File: src/rtl/alloc_arb_pkg.sv
// Shared defaults, tag type and round-robin helper for the allocator port arbiter.
package alloc_arb_pkg;
  localparam int NUM_REQ_DEF   = 4;
  localparam int REQ_WIDTH_DEF = 16;
  localparam int PTR_WIDTH_DEF = 16;
  localparam int TAG_DEPTH_DEF = 8;

  typedef logic [$clog2(NUM_REQ_DEF)-1:0] tag_t;

  function automatic int unsigned rr_next(input int unsigned ptr, input int unsigned n);
    return (ptr + 1 >= n) ? 0 : ptr + 1;
  endfunction
endpackage

File: src/rtl/alloc_port_arbiter_rr_arbiter.sv
// Combinational round-robin pick: first requester at or after ptr_i, gated by en_i.
module rr_arbiter #(
  parameter int N  = 4,
  parameter int IW = (N > 1) ? $clog2(N) : 1
) (
  input  logic [N-1:0]  req_i,
  input  logic [IW-1:0] ptr_i,
  input  logic          en_i,
  output logic [N-1:0]  gnt_o,
  output logic [IW-1:0] gnt_idx_o
);
  logic          found;
  logic [IW-1:0] idx;

  always_comb begin
    gnt_o     = '0;
    gnt_idx_o = '0;
    found     = 1'b0;
    idx       = '0;
    for (int k = 0; k < N; k++) begin
      idx = IW'((int'(ptr_i) + k) % N);
      if (en_i && !found && req_i[idx]) begin
        found      = 1'b1;
        gnt_o[idx] = 1'b1;
        gnt_idx_o  = idx;
      end
    end
  end
endmodule

File: src/rtl/alloc_port_arbiter.sv
// Shares one allocator between NUM_REQ requesters: RR malloc arbitration with an
// in-order tag FIFO for response routing, plus an independent RR free-pointer merge.
module alloc_port_arbiter import alloc_arb_pkg::*; #(
  parameter int NUM_REQ   = NUM_REQ_DEF,
  parameter int REQ_WIDTH = REQ_WIDTH_DEF,
  parameter int PTR_WIDTH = PTR_WIDTH_DEF,
  parameter int TAG_DEPTH = TAG_DEPTH_DEF
) (
  input  logic                           clk,
  input  logic                           rst,
  input  logic [NUM_REQ*REQ_WIDTH-1:0]   s_req_data,
  input  logic [NUM_REQ-1:0]             s_req_valid,
  output logic [NUM_REQ-1:0]             s_req_ready,
  output logic [REQ_WIDTH-1:0]           m_req_data,
  output logic                           m_req_valid,
  input  logic                           m_req_ready,
  input  logic [PTR_WIDTH-1:0]           s_alloc_pointer,
  input  logic                           s_alloc_valid,
  output logic                           s_alloc_ready,
  output logic [PTR_WIDTH-1:0]           m_alloc_pointer,
  output logic [NUM_REQ-1:0]             m_alloc_valid,
  input  logic [NUM_REQ-1:0]             m_alloc_ready,
  input  logic [NUM_REQ*PTR_WIDTH-1:0]   s_free_pointer,
  input  logic [NUM_REQ-1:0]             s_free_valid,
  output logic [NUM_REQ-1:0]             s_free_ready,
  output logic [PTR_WIDTH-1:0]           m_free_pointer,
  output logic                           m_free_valid,
  input  logic                           m_free_ready,
  output logic [$clog2(TAG_DEPTH+1)-1:0] outstanding,
  output logic                           err_orphan
);
  localparam int IW = (NUM_REQ > 1) ? $clog2(NUM_REQ) : 1;
  localparam int PW = (TAG_DEPTH > 1) ? $clog2(TAG_DEPTH) : 1;
  localparam int CW = $clog2(TAG_DEPTH + 1);

  typedef logic [IW-1:0] idx_t;

  idx_t                 rr_req_q, rr_free_q, req_idx, free_idx, head;
  logic [NUM_REQ-1:0]   req_gnt, free_gnt;
  logic                 req_en, free_en, push, pop, empty, full;
  logic [REQ_WIDTH-1:0] req_sel, m_req_data_q;
  logic [PTR_WIDTH-1:0] free_sel, m_free_ptr_q;
  logic                 m_req_valid_q, m_free_valid_q, err_q;
  idx_t                 tag_mem_q [TAG_DEPTH];
  logic [PW-1:0]        wr_q, rd_q;
  logic [CW-1:0]        cnt_q;

  assign empty = (cnt_q == '0);
  assign full  = (cnt_q == CW'(TAG_DEPTH));
  assign head  = tag_mem_q[rd_q];

  assign s_alloc_ready   = !empty && m_alloc_ready[head];
  assign pop             = s_alloc_valid && s_alloc_ready;
  assign m_alloc_pointer = s_alloc_pointer;

  always_comb begin
    m_alloc_valid = '0;
    if (s_alloc_valid && !empty) m_alloc_valid[head] = 1'b1;
  end

  // A pop in the same cycle frees a slot, so a full FIFO can still accept a grant.
  assign req_en  = (!m_req_valid_q || m_req_ready) && (!full || pop);
  assign free_en = !m_free_valid_q || m_free_ready;

  rr_arbiter #(.N(NUM_REQ), .IW(IW)) u_req_arb (
    .req_i(s_req_valid), .ptr_i(rr_req_q), .en_i(req_en),
    .gnt_o(req_gnt), .gnt_idx_o(req_idx)
  );

  rr_arbiter #(.N(NUM_REQ), .IW(IW)) u_free_arb (
    .req_i(s_free_valid), .ptr_i(rr_free_q), .en_i(free_en),
    .gnt_o(free_gnt), .gnt_idx_o(free_idx)
  );

  assign s_req_ready  = req_gnt;
  assign s_free_ready = free_gnt;
  assign push         = |req_gnt;

  always_comb begin
    req_sel  = '0;
    free_sel = '0;
    for (int i = 0; i < NUM_REQ; i++) begin
      if (req_gnt[i])  req_sel  = s_req_data[i*REQ_WIDTH +: REQ_WIDTH];
      if (free_gnt[i]) free_sel = s_free_pointer[i*PTR_WIDTH +: PTR_WIDTH];
    end
  end

  always_ff @(posedge clk) begin
    if (rst) begin
      m_req_valid_q  <= 1'b0;
      m_req_data_q   <= '0;
      rr_req_q       <= '0;
      m_free_valid_q <= 1'b0;
      m_free_ptr_q   <= '0;
      rr_free_q      <= '0;
      wr_q           <= '0;
      rd_q           <= '0;
      cnt_q          <= '0;
      err_q          <= 1'b0;
    end else begin
      if (push) begin
        m_req_valid_q <= 1'b1;
        m_req_data_q  <= req_sel;
        rr_req_q      <= IW'(rr_next(int'(req_idx), NUM_REQ));
        wr_q          <= (wr_q == PW'(TAG_DEPTH - 1)) ? '0 : wr_q + 1'b1;
      end else if (m_req_ready) begin
        m_req_valid_q <= 1'b0;
      end

      if (pop) rd_q <= (rd_q == PW'(TAG_DEPTH - 1)) ? '0 : rd_q + 1'b1;

      case ({push, pop})
        2'b10:   cnt_q <= cnt_q + 1'b1;
        2'b01:   cnt_q <= cnt_q - 1'b1;
        default: cnt_q <= cnt_q;
      endcase

      if (|free_gnt) begin
        m_free_valid_q <= 1'b1;
        m_free_ptr_q   <= free_sel;
        rr_free_q      <= IW'(rr_next(int'(free_idx), NUM_REQ));
      end else if (m_free_ready) begin
        m_free_valid_q <= 1'b0;
      end

      if (s_alloc_valid && empty) err_q <= 1'b1;
    end
  end

  // Tag storage needs no reset: occupancy alone decides what is valid.
  always_ff @(posedge clk) begin
    if (!rst && push) tag_mem_q[wr_q] <= req_idx;
  end

  assign m_req_valid    = m_req_valid_q;
  assign m_req_data     = m_req_data_q;
  assign m_free_valid   = m_free_valid_q;
  assign m_free_pointer = m_free_ptr_q;
  assign outstanding    = cnt_q;
  assign err_orphan     = err_q;
endmodule
File: config.mk
export PLATFORM = sky130hd
export DESIGN_NAME = alloc_port_arbiter
export DESIGN_NICKNAME = d
export VERILOG_FILES = /design/src/rtl/alloc_arb_pkg.sv /design/src/rtl/alloc_port_arbiter_rr_arbiter.sv /design/src/rtl/alloc_port_arbiter.sv
export SDC_FILE = /design/constraint.sdc
export NUM_CORES = 1
export LEC_CHECK = 0
export ABC_AREA = 1
export CAP_MARGIN = 20
export CORE_MARGIN = 1.5
export CORE_UTILIZATION = 31
export CTS_CLUSTER_DIAMETER = 50
export DETAILED_ROUTE_END_ITERATION = 10
export PLACE_DENSITY = 0.66
export SLEW_MARGIN = 5
export SYNTH_ARGS = -nofsm -noshare
export SYNTH_HDL_FRONTEND = slang
export SYNTH_SLANG_ARGS = --single-unit
File: constraint.sdc
create_clock -name clk -period 5 [get_ports clk]
set_input_delay 1.5 -clock clk [delete_from_list [all_inputs] [get_ports clk]]
set_output_delay 1.5 -clock clk [all_outputs]
set_load 0.005 [all_outputs]
==> results_dict.tcl, run 1 <==
set metrics [dict create \
    status "complete, no violations" \
    grt_max_degree 34 \
    dp_hpwl_um 11800 \
    fp.dieW_um 129 \
    relSlewSlack_pct 42.0 \
    cts_tree "built" \
    clock_latency_ps 340 \
    overflow 0 \
    initial_utilization_pct 31.9 \
    swShare_pct 48.7 \
    io_pins 229 \
    synth_top_area_share_pct 21.3 \
    finalWirelength_um 15900 \
    path_class "primary input to primary output" \
    power.density_nw_per_um2 661 \
    fmax_mhz 206 \
    vias 5328 \
    synth_edf_count 16 \
    worstSetupStartpointType "primary input" \
    floorplan.rows 45 \
    synthCells 738 \
    clk_path_buf_depth 2 \
    syn_nets 917 \
    die-area_sq_um 16500 \
    areaGrowthSynthToFinish_pct 51.8 \
    grtUsageMet2_pct 31.2 \
    core_area_sq_um 15300 \
    yosys_most_used_dff "dfxtp_1" \
    path_max_fanout 3 \
    portBuffers 196 \
    finClkSkew_ps 13.7 \
    layout-drive-gt1-share_pct 11.3 \
    ant_nets 0 \
    total_power_mw 4.91 \
    numCtsBuffers 9 \
    yosys-top-cells-area "dfxtp_1 21%, nand2_1 18%, edfxtp_1 9.8%" \
    maxCapViolations 0 \
    syn_area_sq_um 4890 \
    avgSynthCellArea_sq_um 6.63 \
    synth_seq_cells 68 \
    cts_htree_levels 3 \
    p_int_mw 2.52 \
    use_met1_pct 25.6 \
    clkPwrFrac_pct 14.2 \
    antenna_found_initial 0 \
    synthArstFlopShare_pct 0 \
    clk_pin_slew_ps 60 \
    place_ws_ps -121 \
    finalHoldWorstSlack_ps 450 \
    yosysMostFrequentCell "nand2_1" \
    grt_pass1_wl_um 24900 \
    tightest_slew_ps 869 \
    wl_per_cell_um 13.8 \
    p_switching_mw 2.39 \
    finalWorstSetupSlack_ps 138 \
    p_comb_share_pct 67.4 \
    irDropWorstVdd_mv 0.325 \
    first_pass_iters 5 \
    die_y_um 129 \
    cp.arrival_ps 3360 \
    min_period_ps 4860 \
    hold_viol_final 0 \
    leakage_nw 3.29 \
    hold_class "flop to flop" \
    period_share_pct 97.2 \
    ys_types 43 \
    yosys.area.top_type "dfxtp_1" \
    ys_warn_count 0 \
    drc_errors 0 \
    grt_setup_unrepaired "false" \
    cp-end-kind "primary output" \
    grt_pass1_vias 4877 \
    seq_power_share_pct 18.4 \
    postCtsHoldBufs 0 \
    cts.sinks 68 \
    root_buffer "clkbuf_16" \
    first_iter_violations 246 \
    slew_viol_final 0 \
    setup_viol 0 \
    fillCellCount 1555 \
    synthTopCellsByCount "229 x nand2_1, 94 x a21oi_1, 72 x inv_1, 52 x dfxtp_1, 43 x nand3_1" \
    final_nets 1113 \
    gp_congestion 0.925 \
    grtUsageTotal_pct 19.0 \
    required_ps 3500 \
    ys_seq_area_share_pct 31.1 \
    viasPerCell 4.63 \
    busiest_layer "met2" \
    met3_usage_pct 2.70 \
    diodes 0 \
]
[cells in the final DEF (no fill, tap or decap), types with 16 or more instances in the layout]
cell               n
clkdlybuf4s50_1  188
ha_1              18
nor2_1            23
a21oi_1           93
dfxtp_1           52
edfxtp_1          16
o21ai_0           34
nor2_2            22
buf_4             32
nand2_1          226
a31oi_1           16
inv_1             71
nand3_1           43
[power groups by stage]
stage	registers, mW	clock network, mW	logic [mW]
2_1_floorplan	0.882	0	2.22
3_3_place_gp	0.911	0	3.23
3_5_place_dp	0.911	0	3.26
4_1_cts	0.903	0.715	3.29
5_1_grt	0.925	0.736	3.74
6_report	0.902	0.696	3.31
[cell families after synthesis]
logic type | synth area share (%)
AOI/OAI and AO/OA | 18.4
xor gates and xnor gates | 0.537
buffers and inverters | 11.8
DFF | 31.1
adders and majority gates | 4.61
and+or+nand+nor | 33.5
[registers in the layout, summed over array words and instances (netlist names), named ones only]
register	flops
err_orphan	1
m_free_pointer	16
m_free_valid	1
m_req_data	16
m_req_valid	1
outstanding	4
rd_q	3
rr_free_q	1
rr_req_q	1
tag_mem_q	16
wr_q	3
[worst max-delay path, stage by stage]
cell and delay [ps]:
clkdlybuf4s50_1 420, nand2_1 70, o21ai_1 70, or2_1 230, nand2_2 90, nand3_1 110, inv_1 70, nand4_1 160
buf_4 210, buf_4 140, o21ai_2 130, clkbuf_2 150
[final timing paths]
path              startpoint         endpoint  slack [ps]  depth (start not counted)
min               err_orphan       err_orphan         450                          2
min reg2reg       err_orphan       err_orphan         450                          2
max reg2reg             flop   outstanding[2]        1140                         22
max          s_free_valid[3]  s_free_ready[2]         140                         12
[final cells by class]
type                       count  area (sq um)  share of cell area [%]
clock buffer                   9           225                    3.03
clock inverter                 7          98.8                    1.33
inverter                      80           305                    4.11
multi-input combinational    547          2820                    38.0
sequential                    68          1520                    20.5
tap                          211           264                    3.56
timing repair buffer         228          2190                    29.5
[per-layer routing]
layer,vias up,part of all wire [%]
li1,2808,-
met1,2376,47
met2,132,48
met3,12,4.0
met4,0,1.4
met5,-,0
[through the flow]
stage	utilization, %	area, sq um	setup TNS (ps)	instances
floorplan	-	4890	0	738
global placement	45.9	7020	-381	1126
detailed placement	45.9	7020	-541	1126
CTS	48.3	7400	0	1147
global route	48.5	7420	0	1150
finish	48.5	7420	0	1150
[repair_timing]
item,4_1_cts,5_1_grt
buffers inserted,5,3
endpoints found under the setup margin,8,5
gates resized for setup,14,14
pin swaps,4,2
Power figures use the tool's default switching activity.
==> inputs of run 2 (changes only) <==
--- a/config.mk
+++ b/config.mk
@@ -11,7 +11,7 @@
 export CORE_UTILIZATION = 31
 export CTS_CLUSTER_DIAMETER = 50
 export DETAILED_ROUTE_END_ITERATION = 10
-export PLACE_DENSITY = 0.66
+export PLACE_DENSITY = 0.63
 export SLEW_MARGIN = 5
 export SYNTH_ARGS = -nofsm -noshare
 export SYNTH_HDL_FRONTEND = slang
==> run 2 against run 1 <==
Effect of this change:
- global-route usage shrank 0.14 points
- critical path depth increased by 1
- flip-flop and latch count unchanged
- first-iteration DRC count is 0.81% lower
- combinational power is essentially flat
- clock power is 11% lower
- critical path type unchanged
- critical endpoint is now s_free_ready[3]
- largest cell class unchanged
- largest power group unchanged
- highest routed layer unchanged
==> results_dict.tcl, run 2 (synthesis results as in run 1) <==
set metrics [dict create \
    crit_slowest_cell "clkdlybuf4s50_1" \
    r2r_end "outstanding[3]" \
    fmax_mhz 207 \
    first_iter_violations 244 \
    min_from "m_req_data[1]" \
    tightest_slew_ps 890 \
    root_buffer "clkbuf_16" \
    cp-end-kind "primary output" \
    setup_viol 0 \
    wl_per_cell_um 13.6 \
    postPlaceCellArea_sq_um 7040 \
    period_share_pct 96.6 \
    fp.dieW_um 129 \
    numCtsBuffers 9 \
    finalSetupTns_ps 0 \
    die-area_sq_um 16500 \
    final_nets 1114 \
    gp_congestion 0.912 \
    die_y_um 129 \
    clk_path_buf_depth 2 \
    grt_pass1_vias 4918 \
    vias 5361 \
    cts_htree_levels 3 \
    layout-drive-gt1-share_pct 11.4 \
    initial_utilization_pct 31.9 \
    postCtsHoldBufs 0 \
    fin_area_sq_um 7440 \
    areaGrowthSynthToFinish_pct 52.2 \
    crit_start "s_free_valid[2]" \
    dp_hpwl_um 11600 \
    first_pass_iters 5 \
    path_max_fanout 5 \
    crit_path_frequent_cell "inv_1" \
    finalWirelength_um 15700 \
    ant_nets 0 \
    fillCellCount 1627 \
    final_common_cell "nand2_1" \
    multi_input_area_sq_um 2840 \
    clock_latency_ps 330 \
    hold_viol_final 0 \
    reg2regPathDepth 22 \
    slew_viol_final 0 \
    status "complete, no violations" \
    layout_common_cells "226 x nand2_1, 188 x clkdlybuf4s50_1, 93 x a21oi_1" \
    crit_buf_inv 6 \
    viasPerCell 4.66 \
    required_ps 3500 \
    antenna_found_initial 0 \
    rrSetupSlack_ps 1170 \
    drc_errors 0 \
    floorplan.rows 45 \
    path_cells "clkdlybuf4s50_1 > inv_1 > o21ai_1 > or2_1 > nand2_2 > nand3_2 > inv_1 > nand4_1 > buf_4 > nor2_1 > a211oi_2 > clkinv_1 > dlygate4sd2_1" \
    power.density_nw_per_um2 654 \
    core_area_sq_um 15300 \
    min_period_ps 4830 \
    clk_pin_slew_ps 60 \
    diodes 0 \
    leakage_nw 3.31 \
    place_ws_ps -163 \
    crit_family "buffers and inverters" \
    finalWorstSetupSlack_ps 169 \
    grtUsageTotal_pct 18.8 \
    grt_pass1_wl_um 24700 \
    finClkSkew_ps 7.80 \
    maxCapViolations 0 \
    cts.sinks 68 \
    total_power_mw 4.87 \
    hold_path_end "m_req_data[1]" \
    cpPeakStageDelay_ps 450 \
    relSlewSlack_pct 40.6 \
    finalHoldWorstSlack_ps 448 \
    path_class "primary input to primary output" \
    hold_class "flop to flop" \
    grt_setup_unrepaired "false" \
    register_area_sq_um 1520 \
    irDropWorstVdd_mv 0.330 \
    cts_tree "built" \
    cp.arrival_ps 3330 \
    overflow 0 \
    worstSetupStartpointType "primary input" \
    grt_max_degree 34 \
    portBuffers 196 \
    worstHoldPathCells 2 \
    io_pins 229 \
]
run 2: worst max path at each step:
stage / endpoint / cells after the start
6_report: s_free_ready[3] / 13
5_1_grt: s_req_ready[3] / 12
4_1_cts: s_free_ready[2] / 11
2_1_floorplan: s_free_ready[3] / 11
3_3_place_gp: s_free_ready[3] / 12
3_5_place_dp: s_free_ready[1] / 12
run 2: power breakdown:
| group | switching [mW] | internal [mW] |
|---|---|---|
| registers | 0.124 | 0.776 |
| clock network | 0.239 | 0.384 |
| logic | 2.02 | 1.33 |
run 2: layer usage:
| metal | vias up | routed length, um | track usage [%] |
|---|---|---|---|
| li1 | 2820 | - | - |
| met1 | 2397 | 7310 | 25.5 |
| met2 | 127 | 7470 | 31.1 |
| met3 | 17 | 638 | 2.45 |
| met4 | 0 | 264 | 6.28 |
| met5 | - | 0 | 0 |
run 2: final cells by class:
class                           count  share of cell area (%)
Multi-Input combinational cell    547                    38.2
Clock buffer                       11                    3.13
Inverter                           80                    4.10
Clock inverter                      5                   0.706
Timing Repair Buffer              229                    29.9
Sequential cell                    68                    20.4
Tap cell                          211                    3.55
run 2: through the flow:
step	util, %	instances
6_report	48.6	1151
2_1_floorplan	-	738
5_1_grt	48.6	1151
3_5_place_dp	46.0	1127
4_1_cts	48.1	1145
3_3_place_gp	46.0	1127
run 2: worst register-to-register path, stage by stage, from the launching register on:
cell and delay [ps]:
dfxtp_1 580, inv_1 250, ha_1 380, inv_1 140
nand2_1 80, nand2_2 120, nand2_2 120, nor2_8 140
nand3_1 100, nand3_2 90, buf_4 320, nor2_2 110
nand2_4 120, inv_1 110, ha_1 250, nand2_1 70
inv_1 50, nor2_1 130, nand3_1 120, o31ai_1 90
o211ai_1 140, o21ai_0 160, a21oi_1 50
run 2: repair_timing:
action / CTS / global route
pin swaps: 3 / 2
resized for setup: 15 / 13
setup endpoints to repair: 8 / 4
buffers inserted: 2 / 6
hold endpoints to repair: 0 / 0
==> inputs of run 3 (changes only) <==
--- a/config.mk
+++ b/config.mk
@@ -12,6 +12,7 @@
 export CTS_CLUSTER_DIAMETER = 50
 export DETAILED_ROUTE_END_ITERATION = 10
 export PLACE_DENSITY = 0.63
+export RECOVER_POWER = 25
 export SLEW_MARGIN = 5
 export SYNTH_ARGS = -nofsm -noshare
 export SYNTH_HDL_FRONTEND = slang
==> run 3 against run 2 <==
Effect of this change:
- die area stayed put
- combinational power barely moved
- largest power group unchanged
- clock power about the same
- critical endpoint unchanged
- power shrank 0.75%
- core utilization is essentially flat
- flip-flop and latch count unchanged
- critical path depth is the same
- first-iteration DRC count grew 4.1%
- via count barely moved
==> results_dict.tcl, run 3 (synthesis results as in run 1) <==
set metrics [dict create \
    status "complete, no violations" \
    fp.dieW_um 129 \
    clk_path_buf_depth 2 \
    path_cells "clkdlybuf4s50_1 > inv_1 > o21ai_1 > or2_1 > nand2_2 > nand3_2 > inv_1 > nand4_1 > buf_4 > nor2_1 > a211oi_2 > clkinv_1 > dlygate4sd2_1" \
    numCtsBuffers 9 \
    cpPeakStageDelay_ps 450 \
    worstSetupStartpointType "primary input" \
    finalWirelength_um 15600 \
    hold_class "flop to flop" \
    final_nets 1114 \
    layout_common_cells "226 x nand2_1, 156 x clkdlybuf4s50_1, 93 x a21oi_1" \
    grt_pass1_wl_um 24700 \
    crit_buf_inv 6 \
    first_pass_iters 5 \
    areaGrowthSynthToFinish_pct 52.2 \
    maxCapViolations 0 \
    power.density_nw_per_um2 649 \
    min_period_ps 4830 \
    cp-end-kind "primary output" \
    grt_pass1_vias 4918 \
    path_max_fanout 5 \
    path_class "primary input to primary output" \
    grtUsageMet2_pct 31.1 \
    busiest_layer "met2" \
    gp_congestion 0.912 \
    initial_utilization_pct 31.9 \
    total_power_mw 4.83 \
    relSlewSlack_pct 11.2 \
    wl_per_cell_um 13.6 \
    grt_setup_unrepaired "false" \
    die-area_sq_um 16500 \
    floorplan.rows 45 \
    fmax_mhz 207 \
    final_common_cell "nand2_1" \
    cts.sinks 68 \
    clock_latency_ps 330 \
    postCtsHoldBufs 0 \
    irDropWorstVdd_mv 0.328 \
    place_ws_ps -163 \
    cts_htree_levels 3 \
    overflow 0 \
    crit_path_frequent_cell "inv_1" \
    core_area_sq_um 15300 \
    grtUsageTotal_pct 18.8 \
    use_met1_pct 25.5 \
    period_share_pct 96.7 \
    cp.arrival_ps 3330 \
    setup_viol 0 \
    portBuffers 196 \
    finalWorstSetupSlack_ps 165 \
    required_ps 3500 \
    io_pins 229 \
    leakage_nw 3.38 \
    finalHoldWorstSlack_ps 444 \
    dp_hpwl_um 11600 \
    finClkSkew_ps 7.80 \
    clk_pin_slew_ps 60 \
    fillCellCount 1628 \
    rrSetupSlack_ps 1180 \
    ant_nets 0 \
    met3_usage_pct 2.45 \
    tightest_slew_ps 1330 \
    vias 5359 \
    grt_max_degree 34 \
    hold_viol_final 0 \
    crit_slowest_cell "clkdlybuf4s50_1" \
    die_y_um 129 \
    cts_tree "built" \
    first_iter_violations 254 \
    root_buffer "clkbuf_16" \
    viasPerCell 4.65 \
    layout-drive-gt1-share_pct 11.3 \
    antenna_found_initial 1 \
    drc_errors 0 \
    finalSetupTns_ps 0 \
    crit_family "buffers and inverters" \
    slew_viol_final 0 \
]
-- run 3: per-layer routing --
metal / share of wire, % / vias to the layer above
met3: 4.1 / 15
met1: 46 / 2391
met5: 0 / -
met2: 48 / 127
met4: 1.5 / 0
li1: - / 2826
-- run 3: through the flow --
stage / std cells / area, sq um / util, %
after floorplan: 738 / 4890 / -
after global placement: 1127 / 7040 / 46.0
after detailed placement: 1127 / 7040 / 46.0
after CTS: 1145 / 7370 / 48.1
after global routing: 1152 / 7440 / 48.6
final: 1152 / 7440 / 48.6
-- run 3: area by class of cell --
cell class                 instances  area, sq um  area share, %
multi-input combinational        547         2840           38.2
timing repair buffer             229         2220           29.9
sequential                        68         1520           20.4
inverter                          80          305           4.10
tap                              211          264           3.55
clock buffer                      11          233           3.13
clock inverter                     5         52.6          0.706
antenna                            1         2.50         0.0336
-- run 3: worst register-to-register path, stage by stage, from the launching register on --
cell      delay (ps)
dfxtp_1          580
inv_1            250
ha_1             380
inv_1            140
nand2_1           80
nand2_2          120
nand2_2          120
nor2_8           140
nand3_1          100
nand3_2           90
buf_4            320
nor2_2           110
nand2_4          120
inv_1            110
ha_1             250
nand2_1           70
inv_1             50
nor2_1           130
nand3_1          120
o31ai_1           90
o211ai_1         140
o21ai_0          160
a21oi_1           50
-- run 3: worst paths after layout --
path / from / to / cells past startpoint
max: s_free_valid[2] / s_free_ready[3] / 13
min: m_req_data[1] / m_req_data[1] / 2
max reg2reg: flop / outstanding[3] / 22
min reg2reg: m_req_data[1] / m_req_data[1] / 2
-- run 3: where the power goes --
part / total, mW / internal, mW / switching [mW]
sequential: 0.897 / 0.776 / 0.121
combinational: 3.31 / 1.30 / 2.01
clock: 0.622 / 0.384 / 0.239
-- run 3: what timing repair did --
action,4_1_cts,5_1_grt
resized for setup,15,13
pin swaps,3,2
setup buffers,2,6
endpoints found under the setup margin,8,4
